**config.mk**
```make
export PLATFORM = sky130hd
export DESIGN_NAME = lvds_hiss_lanes
export DESIGN_NICKNAME = d
export VERILOG_FILES = /design/src/rtl/lvds_hiss_lanes.sv
export SDC_FILE = /design/constraint.sdc
export NUM_CORES = 1
export LEC_CHECK = 0
export BUFFER_PORTS_ARGS = -buffer_cell sky130_fd_sc_hd__buf_2
export CORE_MARGIN = 2
export CORE_UTILIZATION = 45
export CTS_CLUSTER_SIZE = 30
export DETAILED_ROUTE_END_ITERATION = 16
export GPL_TIMING_DRIVEN = 1
export PLACE_DENSITY = 0.84
export SYNTH_ARGS = -nofsm -noshare
export SYNTH_HDL_FRONTEND = slang
export SYNTH_SLANG_ARGS = --single-unit
```
**constraint.sdc**
```tcl
create_clock -name hiss_clk -period 1.3 [get_ports hiss_clk]
set_clock_uncertainty 0.1 [all_clocks]
set_input_delay 0.26 -clock hiss_clk [delete_from_list [all_inputs] [get_ports hiss_clk]]
set_output_delay 0.26 -clock hiss_clk [all_outputs]
set_load 0.1 [all_outputs]
```
**src/rtl/lvds_hiss_lanes.sv**
```systemverilog
// lvds_hiss_lanes: multi-lane HISS LVDS pad model with bias power-up FSM, drivers, forwarded clock and deglitched receivers.
// Optional HISS_LOOPBACK_EN adds hiss_lpbk, which routes each driver pair back into its receiver.
module lvds_hiss_lanes #(
  parameter int NUM_LANES       = 2,
  parameter int BIAS_SETTLE_CYC = 16,
  parameter int FILT_LEN        = 3
) (
  input  logic                 hiss_clk,
  input  logic                 hiss_rst,
  input  logic                 hiss_biasen,
  input  logic                 hiss_replien,
  output logic                 hiss_ready,
  input  logic [NUM_LANES-1:0] hiss_rxd,
  input  logic [NUM_LANES-1:0] hiss_rxen,
  output logic [NUM_LANES-1:0] hissrxp,
  output logic [NUM_LANES-1:0] hissrxn,
  input  logic                 hiss_clken,
  output logic                 hissclkp,
  output logic                 hissclkn,
  input  logic [NUM_LANES-1:0] hisstxp,
  input  logic [NUM_LANES-1:0] hisstxn,
  input  logic [NUM_LANES-1:0] hiss_txen,
  output logic [NUM_LANES-1:0] hiss_txd,
  output logic [NUM_LANES-1:0] hiss_txerr,
`ifdef HISS_LOOPBACK_EN
  input  logic                 hiss_lpbk,
`endif
  input  logic                 hiss_errclr
);
  localparam int CW = BIAS_SETTLE_CYC > 1 ? $clog2(BIAS_SETTLE_CYC) : 1;
  localparam int FW = FILT_LEN > 1 ? $clog2(FILT_LEN) : 1;
  localparam logic [CW-1:0] LAST = CW'(BIAS_SETTLE_CYC - 1);
  localparam logic [FW-1:0] FLAST = FW'(FILT_LEN - 1);
  typedef enum logic [1:0] {OFF, SETTLE, READY} state_t;
  state_t state_q, state_d;
  logic [CW-1:0] cnt_q, cnt_d;
  logic bias_on;
  logic [NUM_LANES-1:0] rxp_q, rxn_q, src_p, src_n;
  logic ph_q, clkp_q, clkn_q, clk_en;
  assign bias_on = hiss_biasen & hiss_replien;
  always_comb begin
    state_d = !bias_on ? OFF :
              state_q == OFF ? SETTLE :
              (state_q == SETTLE && cnt_q == LAST) ? READY : state_q;
    cnt_d = (bias_on && state_q == SETTLE && cnt_q != LAST) ? cnt_q + 1'b1 : '0;
  end
  assign hiss_ready = state_q == READY;
  assign clk_en = hiss_ready & hiss_clken;
  always_ff @(posedge hiss_clk) begin
    if (hiss_rst) begin
      state_q <= OFF;
      cnt_q   <= '0;
      rxp_q   <= '0;
      rxn_q   <= '0;
      ph_q    <= 1'b0;
      clkp_q  <= 1'b0;
      clkn_q  <= 1'b0;
    end else begin
      state_q <= state_d;
      cnt_q   <= cnt_d;
      rxp_q   <= {NUM_LANES{hiss_ready}} & hiss_rxen & hiss_rxd;
      rxn_q   <= {NUM_LANES{hiss_ready}} & hiss_rxen & ~hiss_rxd;
      ph_q    <= clk_en & ~ph_q;
      clkp_q  <= clk_en & ~ph_q;
      clkn_q  <= clk_en & ph_q;
    end
  end
  assign hissrxp  = rxp_q;
  assign hissrxn  = rxn_q;
  assign hissclkp = clkp_q;
  assign hissclkn = clkn_q;
`ifdef HISS_LOOPBACK_EN
  assign src_p = hiss_lpbk ? rxp_q : hisstxp;
  assign src_n = hiss_lpbk ? rxn_q : hisstxn;
`else
  assign src_p = hisstxp;
  assign src_n = hisstxn;
`endif
  for (genvar i = 0; i < NUM_LANES; i++) begin : g_rx
    logic [1:0] s1_q, s2_q;
    logic [FW-1:0] fc_q, fc_d;
    logic f_q, f_d, e_q, e_d, act, valid, diff;
    assign act   = hiss_ready & hiss_txen[i];
    assign valid = s2_q[1] ^ s2_q[0];
    assign diff  = valid & (s2_q[1] != f_q);
    always_comb begin
      f_d  = act & (diff && fc_q == FLAST ? ~f_q : f_q);
      fc_d = (act && diff && fc_q != FLAST) ? fc_q + 1'b1 : '0;
      e_d  = (act & ~valid) | (e_q & ~hiss_errclr);
    end
    always_ff @(posedge hiss_clk) begin
      if (hiss_rst) begin
        s1_q <= '0;
        s2_q <= '0;
        fc_q <= '0;
        f_q  <= 1'b0;
        e_q  <= 1'b0;
      end else begin
        s1_q <= {src_p[i], src_n[i]};
        s2_q <= s1_q;
        fc_q <= fc_d;
        f_q  <= f_d;
        e_q  <= e_d;
      end
    end
    assign hiss_txd[i]   = f_q;
    assign hiss_txerr[i] = e_q;
  end
endmodule

```
# Yosys cells after proc, flatten, opt, wreduce, memory -nomap -nowiden

Cells that the tools add are included.

Bitwise operators: 32
Muxes and demuxes: 4
Add/sub/neg operators: 3
Equal/unequal tests: 10
Reductions and logical operators: 16

Operators by type and width:

| cell                                                 | number |
|---|---|
| AND 1 bit                                            | 14 |
| NOT 1 bit                                            | 10 |
| logical AND 1 bit                                    | 9 |
| OR reduction 2 bit                                   | 4 |
| AND 2 bit                                            | 3 |
| equality test 2 bit (second input constant)          | 3 |
| adder 2 x 1 -> 2 bit (second input constant)         | 2 |
| adder 4 x 1 -> 4 bit (second input constant)         | 1 |
| equality test 4 bit (second input constant)          | 1 |
| two-way mux 1 bit                                    | 4 |
| != test 2 bit (second input constant)                | 2 |
| != test 4 bit (second input constant)                | 1 |
| OR reduction 3 bit                                   | 1 |
| equality test 2 x 1 -> 1 bit (second input constant) | 1 |
| logical NOT 2 bit                                    | 1 |
| != test 1 bit                                        | 2 |
| NOT 2 bit                                            | 1 |
| bitwise OR 1 bit                                     | 2 |
| nonzero test 2 bit                                   | 1 |
| bitwise XOR 1 bit                                    | 2 |

Input bits: 16
Bits in registers: 28
Output and inout port bits: 11
Logic and storage cells: 82

# Longest topological paths before layout

Word-level depth: 6
Depth in mapped cells: 5
Depth with buffers taken out: 5

# Worst setup path before layout

OpenSTA, ideal clock, no wires.

Kind: register -> register
Start: register, netlist name hissclkp
End: register clkn_q (netlist: hissclkn)
Period minus slack after synthesis: 1.357 ns
Arrival: 1.194 ns
Path buffers: 0
Library setup time: 0.063 ns
Path slack: -0.057 ns
Stages on the path, launching flop included: 2
Cell sequence: dfxtp_1 and3_1

RTL lines:

| what                 | RTL line | text |
|---|---|---|
| to (signal assigned) | 65       | `clkn_q <= clk_en & ph_q;` |
| to (decl)            | 39       | `logic ph_q, clkp_q, clkn_q, clk_en;` |

# Worst setup path in the final report

Start: register state_q[0]
End: output hiss_ready

Cells in the longest elaborated chain, start to end: 1

RTL lines:

| what                   | RTL line | text |
|---|---|---|
| from (decl)            | 35       | `state_t state_q, state_d;` |
| from (signal assigned) | 59       | `state_q <= state_d;` |
| equality test 2 bit    | 47       | `assign hiss_ready = state_q == READY;` |
| to (decl)              | 12       | `output logic hiss_ready,` |

No other way between the ends.

==> impl_metrics.tcl <==
set metrics [dict create \
    dp_slack_ns -0.0638 \
    cp_data_required_time_ns 0.94 \
    cp_cell_sequence "and2b_2 -> buf_12" \
    maxCapViolations 0 \
    ios 27 \
    cts_made_buffers 3 \
    hold_depth 2 \
    vias 798 \
    rrSetupSlack_ns -0.04 \
    start_kind "register" \
    fin_ws_ns -0.172 \
    fmax_mhz 679 \
    tightest_slew_ns 0.230 \
    num-fill-cells 170 \
    place_inst 153 \
    yosys.area.top_type_share 0.550 \
    r2r_cells 5 \
    irDropWorstVdd_v 0.000772 \
    hp-class "primary input to register" \
    violations "setup timing" \
    critical_path.max_fanout 2 \
    finalCritPeriodShare 1.13 \
    swShare 0.191 \
    mappedNetlistArea_mm2 0.00102 \
    drtAntennaViolNets 0 \
    cp.depth 2 \
    netlist_instances 99 \
    rr_startpoint "state_q[0]$_SDFFE_PP0P_" \
    slew_violations 0 \
    switchingPower_uw 288 \
    slowest_stage "dfxtp_4" \
    numPortBuffers 26 \
    dpl.hpwl_mm 1.43 \
    max_slew_margin 0.847 \
    drt-initial-drc-count 8 \
    clock_path_buffers 2 \
    die_h_um 51.6 \
    hold_slack_ns 0.0266 \
    hold_end "g_rx[1].s1_q[0]$_SDFF_PP0_" \
    clock_sinks 28 \
    path_clk_slew_ns 0.15 \
    first_global_vias 757 \
    crit_arrival_ns 1.11 \
    drt-vias-per-instance 4.84 \
    cts_tree "built" \
    crit_path_start "state_q[0]$_SDFFE_PP0P_" \
    clockPowerShare 0.375 \
    die-width_um 51.6 \
    ys_warn_count 0 \
    path_class "register to output pin" \
    worstSetupEndpointType "output pin" \
    insertion_delay_ns 0.33 \
    status "finished, violations left" \
    setup_viol 11 \
    comb_power_share 0.045 \
    hp-start "hisstxn[1]" \
    hold_viol_final 0 \
    drcViolationCount 0 \
    synth_nets 118 \
    yosys-top-cells-count "dfxtp_1, nor2_1, nor2b_1" \
    avgSynthCellArea_um2 10.3 \
    track_usage 0.160 \
    dieArea_mm2 0.00266 \
    cts-htree-levels 1 \
    antenna_found_initial 0 \
    area_delta_synth_final_pct 50.2 \
    path_buf_inv 1 \
    dr.pass1.iters 2 \
    start_util 0.470 \
    nNetsFinal 157 \
    total_power_mw 1.51 \
    synth_ff_type "dfxtp_1" \
    synthArstFlopShare 0 \
    grt_max_degree 17 \
    grt_overflow 0 \
    synth_edf_count 0 \
    yosysTopAreaCell "dfxtp_1" \
    period_needed_ns 1.47 \
    power_frac_seq 0.580 \
    synth.most_common_cell "dfxtp_1" \
    coreArea_mm2 0.00217 \
    grt_pass1_wl_mm 3.10 \
    critPathTopFamily "flip-flops" \
    rows 17 \
    cpPeakStageDelay_ns 0.37 \
    yosys-top-cells-area "dfxtp_1, nor2b_1, ha_1" \
    p_int_mw 1.22 \
    layout-drive-gt1-share 0.489 \
    ys_seq_area_frac 0.550 \
    instances_no_fill 165 \
    rsz0062_at_grt "yes" \
    p_per_area_mw_per_mm2 984 \
    leakage_nw 0.645 \
    wirelength_mm 2.03 \
    ys_types 25 \
    antenna_cells 0 \
    wire_per_inst_um 12.3 \
    reg2reg_to "hissrxp[1]$_SDFF_PP0_" \
    root_buffer "clkbuf_4" \
    synth.ff_latch_count 28 \
    place_congestion 0.741 \
]
per-layer routing:
layer | vias up | global-route usage | share of wire
met5 | - | 0 | 0
met4 | 0 | 0.118 | 0.034
met3 | 7 | 0.0259 | 0.030
met2 | 18 | 0.267 | 0.52
met1 | 368 | 0.185 | 0.41
li1 | 405 | - | -
cell families after synthesis:
group	synth area share
XOR/XNOR	0.0344
AO/OA/AOI/OAI	0.0638
buffers and inverters	0.0515
flip-flops	0.550
adder cells (fa/ha/maj)	0.0368
AND/OR/NAND/NOR	0.264
area by class of cell:
| cell class | instances | area (um^2) | share of cell area |
|---|---|---|---|
| flip-flops and latches | 28 | 584 | 0.382 |
| multi-input cells | 63 | 447 | 0.292 |
| repair buffers | 39 | 402 | 0.262 |
| well taps | 28 | 35.0 | 0.0229 |
| clock inverters | 1 | 30.0 | 0.0196 |
| clock buffers | 3 | 22.5 | 0.0147 |
| inverters | 3 | 11.3 | 0.00735 |
cell usage in the layout (no fill, tap or decap), drive strengths merged:
cell type,netlist,routed
nand2b,2,2
nand3b,1,1
nor3b,4,4
inv,3,3
buf,5,37
ha,3,3
xnor2,1,1
and3b,2,2
bufinv,0,1
nor2,10,10
a21oi,3,3
a211oi,1,1
nand2,7,7
xor2,3,3
or3b,1,1
nand3,1,1
o21ai,2,2
and2b,2,2
a2bb2oi,2,2
dlygate4sd3,0,2
clkbuf,0,3
o211ai,2,2
nor2b,8,8
and3,4,4
dfxtp,28,28
nor3,4,4
power by group through the flow:
stage	Combinational (mW)	Sequential (mW)	Clock, mW
6_report	0.0679	0.874	0.565
5_1_grt	0.0747	0.876	0.619
4_1_cts	0.0651	0.876	0.571
3_5_place_dp	0.0562	0.899	0
3_3_place_gp	0.0535	0.897	0
2_1_floorplan	0.0270	0.897	0
flip-flops by register name, summed over array words and instances (netlist names):
signal and cells:
hissrxn 2, cnt_q 4, g_rx.s2_q 4, hissclkn 1, g_rx.f_q 2, g_rx.e_q 2
g_rx.s1_q 4, g_rx.fc_q 4, hissclkp 1, state_q 2, hissrxp 2
per-stage QoR:
stage          setup TNS (ns)  instance area [um^2]   util
3_5_place_dp           -0.159                  1350  0.622
3_3_place_gp                0                  1350  0.622
6_report               -0.376                  1530  0.706
5_1_grt                 -1.20                  1530  0.706
2_1_floorplan               0                  1020      -
4_1_cts                -0.214                  1480  0.682
worst max-delay path by stage:
stage | to
final | hiss_ready
after global routing | hiss_ready
after CTS | hiss_ready
after floorplan | cnt_q[3]$_SDFF_PP0_
after detailed placement | cnt_q[0]$_SDFF_PP0_
after global placement | cnt_q[3]$_SDFF_PP0_
repair_timing:
| item | 4_1_cts | 5_1_grt |
|---|---|---|
| setup endpoints to repair | 6 | 24 |
| hold endpoints to repair | 2 | 0 |
| buffers inserted | 2 | 4 |
| pin swaps | 4 | 5 |
| resized for setup | 15 | 13 |
| hold buffers | 2 | 0 |
No activity file was read; power rests on OpenSTA's default activity.
